`src/rtl/uart_rx.sv`:
```
// uart_rx: serial byte receiver (start, 8 data bits LSB first, stop) with mid-bit sampling.
// Define UART_RX_PARITY_EN to expect an even-parity bit before the stop bit and report parity_err.
module uart_rx #(
  parameter int CLKS_PER_BIT = 16
) (
  input  logic       clk,
  input  logic       rst_n,
  input  logic       rxd,
  output logic [7:0] data_i,
  output logic       receive_ack,
  output logic       parity_err,
  output logic       frame_err,
  output logic       busy
);
  localparam int CNT_W = (CLKS_PER_BIT > 1) ? $clog2(CLKS_PER_BIT) : 1;
  localparam logic [CNT_W-1:0] HALF_M1 = CNT_W'(CLKS_PER_BIT / 2 - 1);
  localparam logic [CNT_W-1:0] FULL_M1 = CNT_W'(CLKS_PER_BIT - 1);

`ifdef UART_RX_PARITY_EN
  typedef enum logic [2:0] {IDLE, START, DATA, PARITY, STOP} state_t;
`else
  typedef enum logic [2:0] {IDLE, START, DATA, STOP} state_t;
`endif

  state_t           state_q, state_d;
  logic [CNT_W-1:0] cnt_q, cnt_d;
  logic [2:0]       bit_cnt_q, bit_cnt_d;
  logic [7:0]       shift_q, shift_d;
  logic [7:0]       data_q, data_d;
  logic             ack_q, ack_d;
  logic             ferr_q, ferr_d;
  logic             sync1_q, sync1_d;
  logic             sync2_q, sync2_d;
  logic             rxd_prev_q, rxd_prev_d;
  logic             rxd_s;
`ifdef UART_RX_PARITY_EN
  logic             perr_q, perr_d;
  logic             par_bad_q, par_bad_d;
`endif

  assign rxd_s = sync2_q;

  always_comb begin
    state_d    = state_q;
    cnt_d      = cnt_q + 1'b1;
    bit_cnt_d  = bit_cnt_q;
    shift_d    = shift_q;
    data_d     = data_q;
    ack_d      = 1'b0;
    ferr_d     = 1'b0;
    sync1_d    = rxd;
    sync2_d    = sync1_q;
    rxd_prev_d = rxd_s;
`ifdef UART_RX_PARITY_EN
    perr_d     = 1'b0;
    par_bad_d  = par_bad_q;
`endif
    case (state_q)
      IDLE: begin
        cnt_d = '0;
        // Only a 1->0 transition starts a frame, so a line stuck low stays idle.
        if (rxd_prev_q && !rxd_s) state_d = START;
      end
      START: begin
        if (cnt_q == HALF_M1) begin
          cnt_d   = '0;
          state_d = rxd_s ? IDLE : DATA;
        end
      end
      DATA: begin
        if (cnt_q == FULL_M1) begin
          cnt_d     = '0;
          shift_d   = {rxd_s, shift_q[7:1]};
          bit_cnt_d = bit_cnt_q + 1'b1;
          if (bit_cnt_q == 3'd7) begin
`ifdef UART_RX_PARITY_EN
            state_d = PARITY;
`else
            state_d = STOP;
`endif
          end
        end
      end
`ifdef UART_RX_PARITY_EN
      PARITY: begin
        if (cnt_q == FULL_M1) begin
          cnt_d     = '0;
          par_bad_d = rxd_s ^ (^shift_q);
          state_d   = STOP;
        end
      end
`endif
      STOP: begin
        // Leave at mid stop bit so a following start edge is never missed.
        if (cnt_q == FULL_M1) begin
          cnt_d   = '0;
          state_d = IDLE;
          if (rxd_s) begin
            data_d = shift_q;
`ifdef UART_RX_PARITY_EN
            if (par_bad_q) perr_d = 1'b1;
            else           ack_d  = 1'b1;
`else
            ack_d = 1'b1;
`endif
          end else begin
            ferr_d = 1'b1;
          end
        end
      end
      default: state_d = IDLE;
    endcase
  end

  always_ff @(posedge clk) begin
    if (!rst_n) begin
      state_q    <= IDLE;
      cnt_q      <= '0;
      bit_cnt_q  <= '0;
      shift_q    <= '0;
      data_q     <= '0;
      ack_q      <= 1'b0;
      ferr_q     <= 1'b0;
      sync1_q    <= 1'b1;
      sync2_q    <= 1'b1;
      rxd_prev_q <= 1'b1;
`ifdef UART_RX_PARITY_EN
      perr_q     <= 1'b0;
      par_bad_q  <= 1'b0;
`endif
    end else begin
      state_q    <= state_d;
      cnt_q      <= cnt_d;
      bit_cnt_q  <= bit_cnt_d;
      shift_q    <= shift_d;
      data_q     <= data_d;
      ack_q      <= ack_d;
      ferr_q     <= ferr_d;
      sync1_q    <= sync1_d;
      sync2_q    <= sync2_d;
      rxd_prev_q <= rxd_prev_d;
`ifdef UART_RX_PARITY_EN
      perr_q     <= perr_d;
      par_bad_q  <= par_bad_d;
`endif
    end
  end

  assign data_i      = data_q;
  assign receive_ack = ack_q;
  assign frame_err   = ferr_q;
  assign busy        = (state_q != IDLE);
`ifdef UART_RX_PARITY_EN
  assign parity_err  = perr_q;
`else
  assign parity_err  = 1'b0;
`endif

endmodule

```
`config.mk`:
```
export PLATFORM = sky130hd
export DESIGN_NAME = uart_rx
export DESIGN_NICKNAME = d
export VERILOG_FILES = /design/src/rtl/uart_rx.sv
export SDC_FILE = /design/constraint.sdc
export NUM_CORES = 1
export LEC_CHECK = 0
export BUFFER_PORTS_ARGS = -buffer_cell sky130_fd_sc_hd__buf_2
export CAP_MARGIN = 20
export CORE_MARGIN = 3
export CORE_UTILIZATION = 55
export DETAILED_ROUTE_END_ITERATION = 7
export PLACE_DENSITY = 0.76
export SLEW_MARGIN = 20
export SYNTH_ARGS = -nofsm -noshare
export SYNTH_HDL_FRONTEND = slang
export SYNTH_SLANG_ARGS = --single-unit
```
`constraint.sdc`:
```
create_clock -name clk -period 1.95 [get_ports clk]
set_clock_uncertainty 0.1 [all_clocks]
set_input_delay 0.0975 -clock clk [delete_from_list [all_inputs] [get_ports clk]]
set_output_delay 0.0975 -clock clk [all_outputs]
set_load 0.005 [all_outputs]
```
---- Word-level counts from Yosys, hierarchy flattened ----
Index checks and enable logic that the tools add are counted.
storage, ports and cells
  input port bits ......................... 3
  logic and storage cells ................. 44
  output and inout port bits .............. 12
  register bits ........................... 31
cells by class
  equal/unequal tests ..................... 11
  mux-type cells .......................... 12
  reduce and logical (&&, ||, !) cells .... 9
  add/subtract/negate cells ............... 2
operators by type and width
  kind                                                 count
  2-to-1 mux 3 bit                                     5
  one-hot mux 3 bit (4 select lines)                   1
  one-hot mux 4 bit (3 select lines)                   1
  inequality test 2 bit, second input constant         5
  2-to-1 mux 4 bit                                     2
  equality test 3 x 2 -> 1 bit, second input constant  2
  AND reduction 3 bit                                  2
  AND reduction 5 bit                                  1
  adder 4 x 1 -> 4 bit, second input constant          1
  equality test 4 x 3 -> 1 bit, second input constant  1
  equality test 4 bit, second input constant           1
  adder 3 x 1 -> 3 bit, second input constant          1
  equality test 3 x 1 -> 1 bit, second input constant  1
  equality test 3 bit, second input constant           1
  zero test 3 bit                                      1
  nonzero test 3 bit                                   1
  2-to-1 mux 1 bit                                     2
  2-to-1 mux 2 bit                                     1
  AND reduction 2 bit                                  1
  OR reduction 2 bit                                   1
  logical AND 1 bit                                    1
  zero test 1 bit                                      1

---- Logic depth before layout (Yosys ltp) ----
  depth in word-level cells ............... 4
  mapped depth ............................ 6
  gate-level depth less buffers ........... 5

---- Worst setup path after synthesis ----
Ideal clock, no wire load.
  path kind ............................... register to register
  start ................................... reg cnt_q[0]
  end ..................................... reg shift_q[1]
  path buffers ............................ 2
  required time ........................... 1.778 ns
  slack ................................... 0.496 ns
  cell stages (with the launch flop) ...... 7
  setup time .............................. 0.072 ns
  arrival ................................. 1.282 ns
  cell sequence ........................... dfxtp_1 ha_1 and3_1 buf_6 nand3_4 buf_6 mux2i_1
on the way
  word-level cells in the longest chain between the ends .. 2
ends and longest elaborated chain
  element                        RTL line  RTL
  start: declaration             26        logic [CNT_W-1:0] cnt_q, cnt_d;
  start signal: assignment       133       cnt_q <= cnt_d;
  equality test 4 bit            71        if (cnt_q == FULL_M1) begin
  AND reduction 2 bit (no line)  n/a
  end signal: assignment         135       shift_q <= shift_d;
  end: declaration               28        logic [7:0] shift_q, shift_d;
Every way passes these cells.
A chain may end at the register's enable or synchronous reset.

---- Final worst setup path ----
  start ................................... reg cnt_q[0]
  end ..................................... reg cnt_q[3]
on the way
  word-level cells in the longest chain between the ends .. 3
  elaborated cells on any way between the ends .. 6
  classes of those cells .................. add/sub (1); eq/ne (2); mux (3)
ends and longest elaborated chain
  element                                       RTL line    RTL
  adder 4 x 1 -> 4 bit (tied with other cells)  45          cnt_d = cnt_q + 1'b1;
  2-to-1 mux 4 bit, on equally long branches    71, 95, 65
  one-hot mux 4 bit (3 select lines) (*)        58          case (state_q)
Every way passes the cells marked *; elsewhere a longest branch is shown, timed or not.

==> run metrics <==
CTS root buf=clkbuf_4; antenna fix cells=0; chip width=53.60 um; FF-to-FF End=cnt_q[3]$_SDFF_PN0_; proportion of layout cells with a drive suffix above 1=17.48%; final hold viol count=0; worst-path maximum fanout=11; Rel. slew slack=66.10%; HPWL Detailed=1.538 mm; Bufs on Longest Clock Path=2; ANT nets after route=0; sequential-to-total area share from yosys stat=48.19%; Required @ worst endpoint=2.06 ns; PwrDens=918.8 nW/um^2; Final min period=1.630 ns; Core ar.=2062 um^2; final WL=2.239 mm; Avg Cell Area, Syn=9.660 um^2; register area=600.6 um^2; FMAX=613.4 MHz; Ports=15; Clock transition at path regs=0.09 ns; Hold EP=rxd_prev_d$_SDFF_PN1_; CTS tree=built; max-slew violation count=0; Final period util=83.60%; GPL Wtd Cong=0.7870; Async SR Flop Fraction=0%; Mapped Area=1246 um^2; Final setup violation count=0; Gate Count Post-Synth=129; Initial Util=60.44%; most frequent cells in the layout=dfxtp_1, nand2_1, buf_2; DR pass1 iterations=4; most common cell after layout, fill and taps aside=dfxtp_1; Total GRT Usage=18.65%; CP arrival=1.74 ns; Distinct cells, synth=31; Num CTS Buffers=5; maximum VDD drop=0.0007706 V; status=completed; first-pass GRT wire length=3.739 mm; cell area after layout=1415 um^2; # fillers=151; hold depth=2; Routed WL per cell=13.17 um; CTS Sinks=30; postcts setup bufs=0; DIE HEIGHT=53.60 um; CP Class=register to register; die area=2873 um^2; Placed Area=1294 um^2; initial detailed-routing violation count=14; #FFs+latches synth=30; H-tree depth=2; setup_tns=0 ns; initial antenna violation count=0; syn_nets=135; Primary FF master, synth=dfxtp_1; CP Launch Type=register; worst skew pair latency=0.33 ns; port bufs=13; Slew @ Worst Pin=0.5085 ns; Std-Cell Rows=16; largest net degree at the start of global routing=34; Area Overhead vs Synth=13.55%; Post-CTS Resized=0; Min-Delay Path Class=input pin to register; GRT overflow=0; drt via density=5.465; vias in the first global route=843; Max-Cap Viols=0; Pwr Total=1.300 mW; multi-input logic area=579.3 um^2; r2r setup slk=0.32 ns; via count=929; Critical Path End Type=register; r2r worst-path depth=4; Worst Min Path Start=rst_n; P_leak=0.6346 nW; layout net count=148; RSZ-0062 raised after global routing=false; Reg-to-Reg Start=cnt_q[0]$_SDFF_PN0_; Post-synth EDFFs=0; Residual DRC=0; yosys warns=0
[how the worst max path moves through the flow]
stage,start,to,depth (start not counted)
3_5_place_dp,cnt_q[0]$_SDFF_PN0_,cnt_q[3]$_SDFF_PN0_,4
3_3_place_gp,cnt_q[0]$_SDFF_PN0_,cnt_q[3]$_SDFF_PN0_,4
6_report,cnt_q[0]$_SDFF_PN0_,cnt_q[3]$_SDFF_PN0_,4
2_1_floorplan,cnt_q[0]$_SDFF_PN0_,shift_q[1]$_SDFFE_PN0P_,6
5_1_grt,cnt_q[0]$_SDFF_PN0_,cnt_q[3]$_SDFF_PN0_,4
4_1_cts,cnt_q[0]$_SDFF_PN0_,cnt_q[3]$_SDFF_PN0_,4
[sequential cells by signal (all words and copies together) (netlist names)]
register and flops:
data_i 8, shift_q 8, cnt_q 4, bit_cnt_q 3, state_q 2, frame_err 1
receive_ack 1, rxd_prev_d 1, rxd_prev_q 1, sync1_q 1
[timing repair]
item / 4_1_cts / 5_1_grt
hold buffers: 1 / 0
endpoints found under the hold margin: 1 / 0
setup endpoints to repair: 0 / 0
[routing by layer]
| metal | up-vias | part of all wire [%] | GRT usage (%) |
|---|---|---|---|
| met2 | 26 | 46 | 29.80 |
| met3 | 2 | 5.1 | 8.310 |
| met4 | 0 | 0.58 | 6.383 |
| met5 | - | 0 | 0 |
| li1 | 470 | - | - |
| met1 | 431 | 48 | 22.16 |
[through the flow]
step | util, % | std cells | hold slack (ns) | setup WS, ns
floorplan | - | 129 | 0.07054 | 0.4964
global placement | 62.74 | 161 | 0.1789 | 0.4016
detailed placement | 62.74 | 161 | 0.1835 | 0.3207
CTS | 68.63 | 170 | 0.08969 | 0.3139
global route | 68.63 | 170 | 0.1127 | 0.1928
finish | 68.63 | 170 | 0.1039 | 0.3198
[power breakdown]
group	internal [mW]	switching, mW	leakage [nW]
sequential	0.616	0.00454	0.242
combinational	0.0123	0.0166	0.334
clock	0.434	0.216	0.0585
total	1.06	0.237	0.635
[area by class of cell]
cell class / instances / area share, %
clock buffer: 6 / 3.625
clock inverter: 2 / 4.244
inverter: 2 / 0.5305
multi-input combinational: 88 / 40.94
sequential: 30 / 42.44
tap: 27 / 2.387
timing repair buffer: 15 / 5.836
[worst max-delay path: stages, from the launching register on]
cell     delay [ns]
dfxtp_1        0.37
ha_1           0.27
nand3_1        0.31
a22oi_1        0.37
nor3b_1        0.10
[cell families (layout without fill, tap and decap cells)]
kind of cell	count (synthesis)	in the layout	synth area share [%]
AOI/OAI and AO/OA	22	22	12.05
xor gates and xnor gates	2	2	1.406
muxes	11	11	8.836
and+or+nand+nor	49	49	20.88
adders and majority gates	3	3	3.012
buffers and inverters	11	25	5.321
DFF	30	30	48.19
other	1	1	0.3009
[synthesized netlist by cell type (2+ instances only)]
cell type	instances	area, um^2
mux2i_1	11	110.1
nand2_1	17	63.81
nand2b_1	6	37.54
nor2_1	2	7.510
inv_1	2	7.510
and3_1	4	25.02
ha_1	3	37.54
buf_2	2	10.01
buf_6	2	22.52
dfxtp_1	30	600.6
o21ai_0	8	40.04
nand3_1	12	60.06
buf_4	2	15.01
a21boi_0	8	60.06
clkbuf_1	3	11.26
nor3b_1	2	15.01
Note: power is estimated with default switching activity, not from simulation.
